**src/rtl/onewire_slave_ds.sv**
```systemverilog
// 1-Wire slave modelling a DS18B20-style sensor: reset/presence,
// ROM skip, convert, read scratchpad. Byte 8 is CRC8 under ONEWIRE_CRC_EN.
// Ports: clk, rst_n, dq_in (line), dq_oe (pull low), temp_data,
//        busy, cmd_byte, cmd_stb.
module onewire_slave_ds #(
  parameter int FCLK    = 125,
  parameter int CONV_US = 750000
) (
  input  logic        clk,
  input  logic        rst_n,
  input  logic        dq_in,
  output logic        dq_oe,
  input  logic [15:0] temp_data,
  output logic        busy,
  output logic [7:0]  cmd_byte,
  output logic        cmd_stb
);

  localparam int TW = (FCLK > 1) ? $clog2(FCLK) : 1;
  localparam int CW = (CONV_US > 1) ? $clog2(CONV_US) : 1;
  localparam logic [TW-1:0] TICK_LAST = TW'(FCLK - 1);
  localparam logic [CW-1:0] CONV_LAST = CW'(CONV_US - 1);

  localparam logic [2:0] S_IDLE  = 3'd0;
  localparam logic [2:0] S_PWAIT = 3'd1;
  localparam logic [2:0] S_PRES  = 3'd2;
  localparam logic [2:0] S_ROM   = 3'd3;
  localparam logic [2:0] S_FUNC  = 3'd4;
  localparam logic [2:0] S_TX    = 3'd5;

  logic          dq_s1, dq_s2, dq_prev;
  logic          fall, rise, tick, rst_pulse;
  logic [TW-1:0] tcnt;
  logic [8:0]    low_us;
  logic [2:0]    state;
  logic [6:0]    tmr;
  logic          slot_act;
  logic [5:0]    slot_us;
  logic [7:0]    sh, rx_byte;
  logic [2:0]    bitcnt;
  logic [6:0]    txbit;
  logic [7:0]    sp0, sp1, cur_byte, byte8;
  logic          cur_bit;
  logic [CW-1:0] conv_cnt;
  logic          byte_done, conv_go;

  assign fall      = dq_prev & ~dq_s2;
  assign rise      = ~dq_prev & dq_s2;
  assign tick      = (tcnt == TICK_LAST);
  assign rst_pulse = rise && (low_us >= 9'd480);
  assign rx_byte   = {dq_s2, sh[7:1]};
  assign byte_done = (state == S_ROM || state == S_FUNC)
                   && slot_act && tick
                   && slot_us == 6'd29 && bitcnt == 3'd7;
  assign conv_go   = !rst_pulse && byte_done
                   && state == S_FUNC && rx_byte == 8'h44;

  always_ff @(posedge clk or negedge rst_n) begin
    if (!rst_n) begin
      dq_s1   <= 1'b1;
      dq_s2   <= 1'b1;
      dq_prev <= 1'b1;
      tcnt    <= '0;
      low_us  <= '0;
    end else begin
      dq_s1   <= dq_in;
      dq_s2   <= dq_s1;
      dq_prev <= dq_s2;
      tcnt    <= tick ? '0 : tcnt + 1'b1;
      if (dq_s2)
        low_us <= '0;
      else if (tick && low_us != 9'd480)
        low_us <= low_us + 9'd1;
    end
  end

  always_comb begin
    cur_byte = byte8;
    case (txbit[6:3])
      4'd0:    cur_byte = sp0;
      4'd1:    cur_byte = sp1;
      4'd2:    cur_byte = 8'h4B;
      4'd3:    cur_byte = 8'h46;
      4'd4:    cur_byte = 8'h7F;
      4'd5:    cur_byte = 8'hFF;
      4'd6:    cur_byte = 8'h0C;
      4'd7:    cur_byte = 8'h10;
      default: cur_byte = byte8;
    endcase
  end

  assign cur_bit = cur_byte[txbit[2:0]];

`ifdef ONEWIRE_CRC_EN
  logic [7:0] crc;
  logic       fb, tx_go, tx_fire;
  assign fb      = crc[0] ^ cur_bit;
  assign tx_go   = !rst_pulse && byte_done
                 && state == S_FUNC && rx_byte == 8'hBE;
  assign tx_fire = !rst_pulse && state == S_TX && !dq_oe && fall;
  assign byte8   = crc;

  always_ff @(posedge clk or negedge rst_n) begin
    if (!rst_n)
      crc <= '0;
    else if (tx_go)
      crc <= '0;
    else if (tx_fire && txbit < 7'd64)
      crc <= {1'b0, crc[7:1]} ^ (fb ? 8'h8C : 8'h00);
  end
`else
  assign byte8 = 8'h00;
`endif

  // Conversion is not a bus transaction, so it keeps running
  // across reset pulses; only a new 0x44 restarts it.
  always_ff @(posedge clk or negedge rst_n) begin
    if (!rst_n) begin
      busy     <= 1'b0;
      conv_cnt <= '0;
      sp0      <= 8'h50;
      sp1      <= 8'h05;
    end else if (conv_go) begin
      busy     <= 1'b1;
      conv_cnt <= '0;
    end else if (busy && tick) begin
      if (conv_cnt == CONV_LAST) begin
        busy <= 1'b0;
        sp0  <= temp_data[7:0];
        sp1  <= temp_data[15:8];
      end else begin
        conv_cnt <= conv_cnt + 1'b1;
      end
    end
  end

  always_ff @(posedge clk or negedge rst_n) begin
    if (!rst_n) begin
      state    <= S_IDLE;
      tmr      <= '0;
      slot_act <= 1'b0;
      slot_us  <= '0;
      sh       <= '0;
      bitcnt   <= '0;
      txbit    <= '0;
      dq_oe    <= 1'b0;
      cmd_byte <= '0;
      cmd_stb  <= 1'b0;
    end else begin
      cmd_stb <= 1'b0;
      if (rst_pulse) begin
        state    <= S_PWAIT;
        tmr      <= '0;
        slot_act <= 1'b0;
        bitcnt   <= '0;
        txbit    <= '0;
        dq_oe    <= 1'b0;
      end else begin
        case (state)
          S_PWAIT: if (tick) begin
            if (tmr == 7'd29) begin
              state <= S_PRES;
              tmr   <= '0;
              dq_oe <= 1'b1;
            end else begin
              tmr <= tmr + 7'd1;
            end
          end
          S_PRES: if (tick) begin
            if (tmr == 7'd119) begin
              state <= S_ROM;
              tmr   <= '0;
              dq_oe <= 1'b0;
            end else begin
              tmr <= tmr + 7'd1;
            end
          end
          S_ROM, S_FUNC: begin
            if (slot_act) begin
              if (tick) begin
                if (slot_us == 6'd29) begin
                  slot_act <= 1'b0;
                  sh       <= rx_byte;
                  bitcnt   <= bitcnt + 3'd1;
                  if (bitcnt == 3'd7) begin
                    if (state == S_ROM) begin
                      state <= (rx_byte == 8'hCC)
                             ? S_FUNC : S_IDLE;
                    end else begin
                      cmd_byte <= rx_byte;
                      cmd_stb  <= 1'b1;
                      txbit    <= '0;
                      state    <= (rx_byte == 8'hBE)
                                ? S_TX : S_IDLE;
                    end
                  end
                end else begin
                  slot_us <= slot_us + 6'd1;
                end
              end
            end else if (fall) begin
              slot_act <= 1'b1;
              slot_us  <= '0;
            end
          end
          S_TX, S_IDLE: begin
            // Own drive masks falls until the 45 us hold ends.
            if (dq_oe) begin
              if (tick) begin
                if (slot_us == 6'd44)
                  dq_oe <= 1'b0;
                else
                  slot_us <= slot_us + 6'd1;
              end
            end else if (fall) begin
              if (state == S_TX) begin
                if (!cur_bit) begin
                  dq_oe   <= 1'b1;
                  slot_us <= '0;
                end
                if (txbit == 7'd71)
                  state <= S_IDLE;
                else
                  txbit <= txbit + 7'd1;
              end else if (busy) begin
                dq_oe   <= 1'b1;
                slot_us <= '0;
              end
            end
          end
          default: state <= S_IDLE;
        endcase
      end
    end
  end

endmodule

```
**config.mk**
```make
export PLATFORM = sky130hd
export DESIGN_NAME = onewire_slave_ds
export DESIGN_NICKNAME = d
export VERILOG_FILES = /design/src/rtl/onewire_slave_ds.sv
export SDC_FILE = /design/constraint.sdc
export NUM_CORES = 1
export LEC_CHECK = 0
export BUFFER_PORTS_ARGS = -buffer_cell sky130_fd_sc_hd__buf_2
export CORE_UTILIZATION = 35
export DETAILED_ROUTE_END_ITERATION = 8
export SLEW_MARGIN = 20
export SYNTH_ARGS = -nofsm -noshare
export SYNTH_HDL_FRONTEND = slang
export SYNTH_SLANG_ARGS = --single-unit
```
**constraint.sdc**
```tcl
create_clock -name clk -period 2.7 [get_ports clk]
set_input_delay 0.675 -clock clk [delete_from_list [all_inputs] [get_ports clk]]
set_output_delay 0.675 -clock clk [all_outputs]
set_load 0.01 [all_outputs]
```
==> flow_summary.ini <==
[setup_path]
critical_path_cell_sequence = inv_1, ha_1, nand4b_1, nor4_4, and2_1, o21ai_1, a21o_1, or2_4, o31ai_2
timing.critical_path.slowest_stage_cell = sky130_fd_sc_hd__dfrtp_1
path_delay_family = simple AND/OR/NAND/NOR gates
critical-path-max-stage-delay_ns = 0.40
critPathMaxFanout = 9
buffer_and_inverter_count_on_the_worst_path = 1
worst_setup_path_end_kind = flip-flop
timing.critical_path.arrival_ns = 2.75
setup_cp_type = reg -> reg
cp_data_required_time_ns = 2.96
crit_path_start_kind = flip-flop

[global_route]
grt_util_all_layers = 0.153
grt_pass1_vias = 4161
grt_max_degree = 54
grt_pass1_wl_mm = 19.8
gr-total-overflow = 0
grt_antenna_before_repair = 0

[hold_path]
min_path_type = in -> async

[sta]
worst-slew-pin-transition_ns = 0.594
clock.fmax_mhz = 401
slew_viol_final = 0
finalSetupTns_ns = 0
setup_viol = 0
finalHoldViolations = 0
slew_headroom = 0.604
skew_ns = 0.00700
rsz0062_at_grt = no
timing.final.crit_period_ns = 2.50
fin_crit_sh = 0.924

[synth]
ys_types = 76
synth-seq-area-share = 0.462
synth.cell_area_sq_um = 5440
yosys-top-cells-area = sky130_fd_sc_hd__dfrtp_1 43%, sky130_fd_sc_hd__nand2_1 4.6%, sky130_fd_sc_hd__nor2_1 4.5%
synthMostInstantiatedCell = sky130_fd_sc_hd__dfrtp_1
synth_common_cells = 93 x sky130_fd_sc_hd__dfrtp_1, 66 x sky130_fd_sc_hd__nand2_1, 65 x sky130_fd_sc_hd__nor2_1
mappedNetlistNets = 599
post_synth.cell_area_avg_sq_um = 9.59
asyncSetResetFlopFracSynth = 1.00
synth_largest_type_area_fraction = 0.428
netlist_instances = 567
synth.ff_latch_count = 100
synth_top_area_cell = sky130_fd_sc_hd__dfrtp_1
synth.yosys.warnings = 0
synth_enable_flop_cells = 0
dominantRegCellSynth = sky130_fd_sc_hd__dfrtp_1

[cells_and_area]
num-nets-final = 633
synthToLayoutAreaGrowth_pct = 13.1
drive_gt1_frac = 0.165
final_core_util = 0.404
antenna_cells_inserted = 0

[clock_network]
clock-sinks = 100
clock_tree.buffer_depth = 2
clk_pin_slew_worst_paths_ns = 0.06
clock_latency_reported_for_the_late_side_of_the_worst_skew_pair_ns = 0.35
root_buffer = sky130_fd_sc_hd__clkbuf_16
cts_tree = built
clock_tree.htree_level_count = 3
cts-buffers-inserted = 9

[place]
port_buffers = 29
gp_congestion = 0.844
hpwlAfterDp_mm = 7.93

[route]
drtAntennaViolNets = 0
drt_first_pass_iters = 4
dr.first_iter.drc_count = 391
drt-total-wl_mm = 11.1
remaining_drc_errors = 0
wire_per_inst_microns = 14.0
vias = 4205
detail_route.vias_per_cell = 5.30

[floorplanning]
core_sq_um = 15200
count_of_pins_on_the_block_boundary = 30
start_util = 0.358
fp.dieArea_sq_um = 16000
placement_rows = 45
die_w_microns = 127
chipHeight_microns = 127

[power]
powerDensity_nw_per_um2 = 460
vdd_ir_max_mv = 0.336
power.static_leakage_nw = 2.84

[status]
run_status = complete, no violations

[flow_run]
drv_cap = 0
worst reg2reg max path, delay by kind of cell, from the launching register on:
kind                       cells  cell delay (ns)
and+or+nand+nor                4             1.18
AOI/OAI and AO/OA              3             0.57
DFF                            1             0.40
adders and majority gates      1             0.15
buffers and inverters          1             0.11
report_power, final:
| group | total, mW | internal [mW] | switching [mW] |
|---|---|---|---|
| sequential | 1.51 | 1.50 | 0.00601 |
| clock | 1.27 | 0.738 | 0.535 |
| combinational | 0.0488 | 0.0155 | 0.0334 |
registers in the layout, indices dropped and copies added (netlist names), 3 cells and up:
name      count
conv_cnt     20
bitcnt        3
state         3
txbit         7
cmd_byte      8
slot_us       6
low_us        9
sh            7
sp0           8
tcnt          7
tmr           7
sp1           8
kinds of logic (layout without fill, tap and decap cells):
group,after synthesis,in the layout,share of synthesized area
AO/OA/AOI/OAI,104,104,0.136
buffers and inverters,44,82,0.0343
multiplexers,28,28,0.0571
XOR/XNOR,31,31,0.0499
adder cells (fa/ha/maj),13,13,0.0299
flip-flops,100,100,0.462
AND/OR/NAND/NOR,247,247,0.231
cell usage in the layout (no fill, tap or decap), types with 4 or more instances in the layout:
master / instances
sky130_fd_sc_hd__dfstp_2: 7
sky130_fd_sc_hd__o21ai_0: 27
sky130_fd_sc_hd__nand2b_1: 4
sky130_fd_sc_hd__o31ai_1: 12
sky130_fd_sc_hd__or2_2: 4
sky130_fd_sc_hd__dfrtp_1: 93
sky130_fd_sc_hd__xnor2_1: 11
sky130_fd_sc_hd__nor3b_1: 5
sky130_fd_sc_hd__buf_4: 18
sky130_fd_sc_hd__inv_1: 19
sky130_fd_sc_hd__clkbuf_16: 9
sky130_fd_sc_hd__nor2_1: 65
sky130_fd_sc_hd__a21oi_1: 13
sky130_fd_sc_hd__ha_1: 13
sky130_fd_sc_hd__nor3_1: 10
sky130_fd_sc_hd__and4_1: 5
sky130_fd_sc_hd__xor2_1: 20
sky130_fd_sc_hd__buf_2: 28
sky130_fd_sc_hd__mux2_2: 14
sky130_fd_sc_hd__nand2_1: 66
sky130_fd_sc_hd__a21o_1: 6
sky130_fd_sc_hd__mux2_1: 10
sky130_fd_sc_hd__nand4_1: 8
sky130_fd_sc_hd__nor2b_1: 10
sky130_fd_sc_hd__mux2i_1: 4
sky130_fd_sc_hd__nand3_1: 27
sky130_fd_sc_hd__nor4_1: 8
sky130_fd_sc_hd__and3_1: 15
metrics by stage:
| stage | std cells | hold WS [ns] | setup WS, ns | power, mW | instance area [sq um] |
|---|---|---|---|---|---|
| 2_1_floorplan | 567 | 0.345 | 0.486 | 1.54 | 5440 |
| 3_3_place_gp | 777 | 0.345 | 0.262 | 1.59 | 5850 |
| 4_1_cts | 792 | 0.216 | 0.181 | 2.88 | 6130 |
| 6_report | 793 | 0.211 | 0.204 | 2.83 | 6150 |
| 3_5_place_dp | 777 | 0.349 | 0.174 | 1.59 | 5850 |
| 5_1_grt | 793 | 0.228 | 0.0214 | 2.94 | 6150 |
cell type report:
| type | count | area [sq um] |
|---|---|---|
| clock buffers | 13 | 250 |
| clock inverters | 2 | 35.0 |
| fillers | 1499 | 9050 |
| inverters | 20 | 75.1 |
| multi-input cells | 423 | 2750 |
| flip-flops and latches | 100 | 2510 |
| well taps | 188 | 235 |
| repair buffers | 47 | 295 |
layer usage:
layer	global-route usage	wire length [microns]
met1	0.195	5290
met2	0.253	5270
met3	0.0337	360
met4	0.0631	185
met5	0	0
path summary, 6_finish.rpt:
kind	startpoint	endpoint	slack [ns]	depth (start not counted)
worst max-delay path	slot_us[1]	txbit[5]	0.20	9
worst min register to register	dq_s1	dq_s2	0.36	0
max in group asynchronous	rst_n	dq_s1	1.80	2
min in group clk	dq_s1	dq_s2	0.36	0
worst max register to register	slot_us[1]	txbit[5]	0.20	9
worst min-delay path	rst_n	sp0[5]	0.21	1
timing repair:
| action | 4_1_cts | 5_1_grt |
|---|---|---|
| setup endpoints to repair | 0 | 5 |
| hold buffers | 0 | 0 |
| resized for setup | 0 | 2 |
| buffers inserted | 0 | 1 |
Power figures use the tool's default switching activity.
